$ cat src/rtl/alu_share_arbiter.sv
// alu_share_arbiter: round-robin share of one nibble-serial ALU between N_REQ requesters.
// Optional: define ALU_WATCHDOG_EN for a START/RUN timeout with a sticky wdog_err flag.
module alu_share_arbiter #(
    parameter int N_REQ       = 3,
    parameter int CTRL_W      = 4,
    parameter int WDOG_CYCLES = 16
) (
    input  logic                     clk,
    input  logic                     rst,
    input  logic [N_REQ-1:0]         req,
    input  logic [N_REQ*CTRL_W-1:0]  req_ctrl,
    input  logic [N_REQ*32-1:0]      req_w1,
    input  logic [N_REQ*32-1:0]      req_w2,
    output logic [N_REQ-1:0]         gnt,
    output logic [N_REQ-1:0]         done,
    output logic [31:0]              result,
    output logic [CTRL_W-1:0]        alu_ctrl,
    output logic [31:0]              alu_w1,
    output logic [31:0]              alu_w2,
    output logic                     alu_perm_to_count,
    input  logic                     alu_busy,
`ifdef ALU_WATCHDOG_EN
    output logic                     wdog_err,
`endif
    input  logic [31:0]              alu_result
);

    typedef enum logic [1:0] {S_IDLE, S_START, S_RUN, S_DONE} state_t;

    localparam int IW = (N_REQ > 1) ? $clog2(N_REQ) : 1;

    state_t              r_state;
    logic [IW-1:0]       r_last;
    logic [N_REQ-1:0]    r_gnt;
    logic [N_REQ-1:0]    r_done;
    logic [31:0]         r_result;
    logic [31:0]         r_w1;
    logic [31:0]         r_w2;
    logic [CTRL_W-1:0]   r_ctrl;
    logic                r_perm;

    logic                w_any;
    logic [IW-1:0]       w_idx;
    logic [IW:0]         w_s;
    logic [N_REQ-1:0]    w_oh;
    logic [CTRL_W-1:0]   w_ctrl;
    logic [31:0]         w_w1;
    logic [31:0]         w_w2;

`ifdef ALU_WATCHDOG_EN
    localparam int WW = $clog2(WDOG_CYCLES + 1);
    logic [WW-1:0]       r_wdog;
    logic                r_wdog_err;
    assign wdog_err = r_wdog_err;
`endif

    assign gnt               = r_gnt;
    assign done              = r_done;
    assign result            = r_result;
    assign alu_ctrl          = r_ctrl;
    assign alu_w1            = r_w1;
    assign alu_w2            = r_w2;
    assign alu_perm_to_count = r_perm;

    // Round-robin pick: scan down so the slot right after r_last is assigned last and wins.
    always_comb begin
        w_any = 1'b0;
        w_idx = '0;
        w_s   = '0;
        for (int k = N_REQ; k >= 1; k--) begin
            w_s = {1'b0, r_last} + (IW+1)'(k);
            if (w_s >= (IW+1)'(N_REQ))
                w_s = w_s - (IW+1)'(N_REQ);
            if (req[w_s[IW-1:0]]) begin
                w_any = 1'b1;
                w_idx = w_s[IW-1:0];
            end
        end
    end

    // Select the winner's operand slot and build its one-hot grant.
    always_comb begin
        w_oh   = '0;
        w_ctrl = '0;
        w_w1   = '0;
        w_w2   = '0;
        for (int i = 0; i < N_REQ; i++) begin
            if (w_any && (w_idx == IW'(i))) begin
                w_oh[i] = 1'b1;
                w_ctrl  = req_ctrl[i*CTRL_W +: CTRL_W];
                w_w1    = req_w1[i*32 +: 32];
                w_w2    = req_w2[i*32 +: 32];
            end
        end
    end

    // Arbitration and ALU handshake sequencer with registered outputs.
    always_ff @(posedge clk or posedge rst) begin
        if (rst) begin
            r_state  <= S_IDLE;
            r_last   <= IW'(N_REQ - 1);
            r_gnt    <= '0;
            r_done   <= '0;
            r_result <= '0;
            r_w1     <= '0;
            r_w2     <= '0;
            r_ctrl   <= '0;
            r_perm   <= 1'b0;
`ifdef ALU_WATCHDOG_EN
            r_wdog     <= '0;
            r_wdog_err <= 1'b0;
`endif
        end else begin
            r_done <= '0;
            unique case (r_state)
                S_IDLE: begin
                    if (w_any) begin
                        r_ctrl  <= w_ctrl;
                        r_w1    <= w_w1;
                        r_w2    <= w_w2;
                        r_gnt   <= w_oh;
                        r_last  <= w_idx;
                        r_perm  <= 1'b1;
                        r_state <= S_START;
`ifdef ALU_WATCHDOG_EN
                        r_wdog  <= '0;
`endif
                    end
                end
                S_START: begin
                    if (alu_busy)
                        r_state <= S_RUN;
                end
                S_RUN: begin
                    if (!alu_busy) begin
                        r_result <= alu_result;
                        r_perm   <= 1'b0;
                        r_done   <= r_gnt;
                        r_state  <= S_DONE;
                    end
                end
                S_DONE: begin
                    r_gnt   <= '0;
                    r_state <= S_IDLE;
                end
                default: r_state <= S_IDLE;
            endcase
`ifdef ALU_WATCHDOG_EN
            if (r_state == S_START || (r_state == S_RUN && alu_busy)) begin
                if (r_wdog == WW'(WDOG_CYCLES - 1)) begin
                    r_wdog_err <= 1'b1;
                    r_perm     <= 1'b0;
                    r_result   <= 32'hDEAD_BEEF;
                    r_done     <= r_gnt;
                    r_state    <= S_DONE;
                end else begin
                    r_wdog <= r_wdog + 1'b1;
                end
            end
`endif
        end
    end

endmodule

$ cat config.mk
export PLATFORM = sky130hd
export DESIGN_NAME = alu_share_arbiter
export DESIGN_NICKNAME = d
export VERILOG_FILES = /design/src/rtl/alu_share_arbiter.sv
export SDC_FILE = /design/constraint.sdc
export NUM_CORES = 1
export LEC_CHECK = 0
export CAP_MARGIN = 20
export CORE_AREA = 3 3 135 137
export CTS_CLUSTER_SIZE = 40
export DETAILED_ROUTE_END_ITERATION = 12
export DIE_AREA = 0 0 138 140
export DONT_BUFFER_PORTS = 1
export PLACE_DENSITY = 0.46
export SYNTH_ARGS = -nofsm -noshare
export SYNTH_HDL_FRONTEND = slang
export SYNTH_SLANG_ARGS = --single-unit
$ cat constraint.sdc
create_clock -name clk -period 3.6 [get_ports clk]
set_input_delay 0.54 -clock clk [delete_from_list [all_inputs] [get_ports clk]]
set_output_delay 0.54 -clock clk [all_outputs]
set_load 0.02 [all_outputs]
=== After elaboration in Yosys (flattened, before gate mapping) ===
Index checks and enable logic that the tools add are counted.

* Flip-flop bits (word level): 111
* Output and inout port bits: 107
* Logic and storage cells: 80

* Add/subtract/negate cells: 6
* Order comparisons: 6
* Equal/unequal tests: 8
* Multiplexer cells: 38
* Bitwise logic cells: 1
* Reduce and logical (&&, ||, !) cells: 12

{| class="wikitable"
|+ Operators with widths
! kind !! count
|-
| 2-to-1 mux 32 bit || 6
|-
| 2-to-1 mux 2 bit || 9
|-
| 2-to-1 mux 4 bit || 3
|-
| 2-to-1 mux 1 bit || 11
|-
| greater-or-equal comparator 3 x 2 -> 1 bit (second input constant) || 3
|-
| less-than comparator 2 x 3 -> 1 bit (second input constant) || 3
|-
| 2-to-1 mux 3 bit || 3
|-
| case mux 2 bit (4 select lines) || 1
|-
| adder 2 x 2 -> 3 bit (second input constant) || 2
|-
| binary-select mux 1 bit (select 2 bit) || 3
|-
| equality test 2 bit (second input constant) || 3
|-
| inequality test 2 bit (second input constant) || 3
|-
| case mux 3 bit (2 select lines) || 1
|-
| AND reduction 2 bit || 3
|-
| AND reduction 3 bit || 2
|-
| subtractor 2 bit (second input constant) || 3
|-
| equality test 2 x 1 -> 1 bit (second input constant) || 2
|-
| zero test 2 bit || 2
|-
| nonzero test 2 bit || 2
|-
| adder 2 x 1 -> 3 bit (second input constant) || 1
|-
| logical AND 1 bit || 3
|-
| case mux 1 bit (2 select lines) || 1
|-
| NOT 1 bit || 1
|}

=== Longest topological paths before layout ===
* Depth after elaboration: 13
* Gate-level depth with buffers: 10

=== Least setup slack after synthesis ===
Ideal clock, no wire load.

* Path kind: register -> register
* Start point: reg r_last[1]
* End point: reg r_w2[18] (netlist: alu_w2[18])
* Setup time: 132 ps
* Data arrival time: 2,075 ps
* Path slack: 1,393 ps
* Stages on the path, launching flop included: 11
* Clock period less this slack: 2,207 ps
* Cell sequence: dfstp_2 inv_1 ha_1 o21ai_0 a21oi_1 or3b_1 buf_2 buf_4 buf_2 nor2_1 o31ai_2

* Longest elaborated chain between the ends: 13
* Elaborated cells between the ends (all ways): 34

{| class="wikitable"
|+ Ends and longest elaborated chain
! element !! RTL line !! RTL
|-
| start: declaration || 33 || <nowiki>logic [IW-1:0] r_last;</nowiki>
|-
| start signal: assignment || 101 || <nowiki>r_last <= IW'(N_REQ - 1);</nowiki>
|-
| start signal: assignment || 122 || <nowiki>r_last <= w_idx;</nowiki>
|-
| adder 2 x 2 -> 3 bit || 71 || <nowiki>w_s = {1'b0, r_last} + (IW+1)'(k);</nowiki>
|-
| greater-or-equal comparator 3 x 2 -> 1 bit or subtractor 2 bit (tied branches) || 72, 73 ||
|-
| 2-to-1 mux 2 bit || 72 || <nowiki>if (w_s >= (IW+1)'(N_REQ))</nowiki>
|-
| binary-select mux 1 bit (select 2 bit) || 74 || <nowiki>if (req[w_s[IW-1:0]]) begin</nowiki>
|-
| 2-to-1 mux 1 bit (implied by the code) || 74 ||
|-
| 2-to-1 mux 2 bit (3 in series) || 74 ||
|-
| zero test 2 bit || 88 || <nowiki>if (w_any && (w_idx == IW'(i))) begin</nowiki>
|-
| logical AND 1 bit || 88 ||
|-
| 2-to-1 mux 32 bit (3 in series) || 88 ||
|-
| end signal: assignment || 120 || <nowiki>r_w2 <= w_w2;</nowiki>
|-
| end: declaration || 38 || <nowiki>logic [31:0] r_w2;</nowiki>
|}

Several ways; a longest one is shown, not always the timed one. The select of a mux whose other input is x is not followed.
A chain may end at the register's enable or synchronous reset.

=== Worst setup path after layout ===
* Start point: reg r_last[0]
* End point: reg r_state[1]

* Longest elaborated chain between the ends: 10
* Elaborated cells between the ends (all ways): 23

{| class="wikitable"
|+ Ends and longest elaborated chain
! element !! RTL line !! RTL
|-
| adder 2 x 2 -> 3 bit || 71 ||
|-
| greater-or-equal comparator 3 x 2 -> 1 bit or subtractor 2 bit (tied branches) || 72, 73 ||
|-
| 2-to-1 mux 2 bit || 72 ||
|-
| binary-select mux 1 bit (select 2 bit) || 74 ||
|-
| 2-to-1 mux 1 bit (implied by the code) || 74 ||
|-
| 2-to-1 mux 1 bit (2 in series) || 74 ||
|-
| 2-to-1 mux 1 bit (*) || 74 ||
|-
| inequality test 2 bit (no line) (*) || - ||
|-
| AND reduction 3 bit (no line) (*) || - ||
|-
| end signal: assignment || 100 || <nowiki>r_state <= S_IDLE;</nowiki>
|-
| end signal: assignment || 124 || <nowiki>r_state <= S_START;</nowiki>
|-
| end signal: assignment || 132 || <nowiki>r_state <= S_RUN;</nowiki>
|-
| end: declaration || 32 || <nowiki>state_t r_state;</nowiki>
|}

Mark *: on every way between the ends. The rest lies on a longest branch, timed or not. The select of a mux whose other input is x is not followed.

==> impl_metrics.ini <==
[outcome]
status = completed

[cells_and_area]
fin_cells = 734
drive_gt1_share_pct = 18.7
final_nets = 753
fillers = 1701
area_growth_pct = 7.51
antennaDiodeCount = 0

[global_route]
antenna_found_initial = 0
first_global_vias = 4749
gr-total-overflow = 0
grt_pass1_wl_mm = 27.4
grt_util_all_layers_pct = 17.8
grt_max_degree = 74

[synthesis]
ys_seq_elements = 111
synth_warnings = 0
ys_top_cells_by_count = 110 x dfrtp_1, 72 x o21ai_0, 69 x nor2_1
yosysMostFrequentCell = dfrtp_1
synth_top_area_cell = dfrtp_1
synth_area_per_cell_um2 = 10.7
synth_top_area_share_pct = 47.9
synthFlopType = dfrtp_1
ys_types = 44
synth_area_leaders = dfrtp_1 48%, a221oi_1 10%, mux2_2 6.5%
ys_seq_area_share_pct = 48.3
synth_edf_count = 0
synth_cells = 539
netlist_area_um2 = 5750
syn-num-nets = 788
synthArstFlopShare_pct = 100

[hold_path]
hold_path_class = in2async

[detailed_routing]
first_pass_iters = 4
vias = 4517
wirelength_mm = 18.1
post_drt_wl_per_cell_um = 24.7
ant_nets = 0
drc = 0
initialDrtViolationCount = 197
avgViaCountPerCell = 6.15

[timing]
fmax_mhz = 344
worst_pin_slew_ns = 0.935
tns_ns = 0
slew_headroom_pct = 37.5
clock_skew_ns = 0.0125
fin_crit_sh_pct = 80.8
hold_violations = 0
rsz0062_at_grt = no
min_period_ns = 2.91
slew_violations = 0
final-setup-viol-count = 0

[floorplan]
die_h_um = 140
placementRows = 48
top_level_ports = 349
core_area_um2 = 17200
initial_utilization_pct = 33.5
die_x_um = 138
dieArea_um2 = 19300

[pwr]
irDropWorstVdd_mv = 0.532
pwr-share-comb_pct = 45.4
p_leak_nw = 2.41
p_sw_share_pct = 49.9
seqPwrFrac_pct = 40.7
pwr-share-clk_pct = 13.9
power_density_nw_per_um2 = 1210
internal_power_mw = 3.73
p_sw_mw = 3.72

[setup_path]
start_kind = register
crit_path_max_fanout = 73
r2r_setup_slack_ns = 0.69
arrival_ns = 3.15
cp_data_required_time_ns = 3.84
worstSetupPathType = reg2reg
endpoint_kind = register

[placement]
place_congestion = 0.790
placed_cells = 718
portBuffers = 0
dp_hpwl_mm = 12.8

[cts]
cts_num_sinks = 111
cts_setup_buffers = 0
cts_buffers = 9
post_cts_resize_count = 0
cts_hold_buffers = 0
cts_root_buf = clkbuf_16
path_clk_slew_ns = 0.08
tritoncts = built
cts_buffer_depth = 2
htreeDepth = 3
clock_latency_ns = 0.35

[run]
drv_cap = 0
## placed cells by master, fill, tap and decap left out, drive strengths merged, types with 2 or more instances in the layout
cell / n
o31ai: 68
inv: 12
ha: 7
a21oi: 4
mux2: 33
mux2i: 2
clkbuf: 10
nor2: 69
dfrtp: 110
o21ai: 73
nand3: 3
clkinv: 2
nor2b: 2
nand2b: 3
a22o: 2
buf: 13
and2: 3
nand2: 5
a221oi: 69
## metal layers
| layer | routed length [um] | GRT usage, % | share of wire, % | up-vias |
|---|---|---|---|---|
| li1 | - | - | - | 1996 |
| met1 | 7140 | 22.1 | 39 | 2219 |
| met2 | 9150 | 30.4 | 50 | 284 |
| met3 | 1620 | 5.77 | 8.9 | 18 |
| met4 | 240 | 4.16 | 1.3 | 0 |
| met5 | 0 | 0 | 0 | - |
## per-stage QoR
step | util (%) | instance area, um2 | hold WS, ns | setup slack, ns | power, mW
after floorplan | - | 5750 | 0.528 | 0.131 | 5.66
after global placement | 34.2 | 5870 | 0.544 | 0.778 | 6.39
after detailed placement | 34.2 | 5870 | 0.564 | 0.739 | 6.51
after CTS | 36.0 | 6180 | 0.240 | 0.739 | 7.56
after global routing | 36.0 | 6180 | 0.294 | 0.524 | 8.04
final | 36.0 | 6180 | 0.206 | 0.690 | 7.45
## worst paths after layout
path                                  startpoint                      to  cells after the start
min in group clk                   alu_result[5]   result[5]$_DFFE_PP0P_                      1
setup / recovery           r_last[0]$_DFFE_PP0P_  r_state[1]$_DFFE_PP0P_                      8
max in group asynchronous                    rst       done[1]$_DFF_PP0_                      2
hold / removal                               rst  result[12]$_DFFE_PP0P_                      1
hold reg to reg            r_last[1]$_DFFE_PP1P_   r_last[1]$_DFFE_PP1P_                      1
setup reg to reg           r_last[0]$_DFFE_PP0P_  r_state[1]$_DFFE_PP0P_                      8
## flip-flops by register name (all words and copies together), names as in the netlist
name               cells
gnt                    3
alu_ctrl               4
alu_w2                32
alu_perm_to_count      1
alu_w1                32
done                   3
r_last                 2
result                32
r_state                2
## kinds of logic (layout without fill, tap and decap cells)
family | after synthesis | in the layout | synth area share [%]
buf+inv | 68 | 38 | 6.31
compound gates | 227 | 227 | 30.3
flops | 111 | 111 | 48.3
simple gates | 91 | 91 | 6.68
fa+ha+maj | 7 | 7 | 1.52
mux | 35 | 35 | 6.81
## power groups by stage
stage	combinational, mW	sequential, mW	clock, mW
finish	3.38	3.03	1.04
global route	3.81	3.10	1.12
CTS	3.44	3.05	1.07
detailed placement	3.45	3.06	0
global placement	3.33	3.06	0
floorplan	2.79	2.87	0
## worst max-delay path, stage by stage (launching register included)
cell and delay (ns):
dfrtp_1 0.48, inv_1 0.12, ha_1 0.43, nand2_1 0.11, or4_1 0.46, o311ai_4 0.11
buf_4 0.60, a221oi_2 0.15, mux2_2 0.30
## cell type report
type | count | area, um2 | share of cell area (%)
Inverter | 9 | 36.3 | 0.587
Tap cell | 225 | 282 | 4.56
Timing Repair Buffer | 13 | 135 | 2.19
Sequential cell | 111 | 2780 | 45.0
Clock buffer | 10 | 229 | 3.71
Multi-Input combinational cell | 360 | 2640 | 42.8
Clock inverter | 6 | 76.3 | 1.24
No activity file was read; power rests on OpenSTA's default activity.
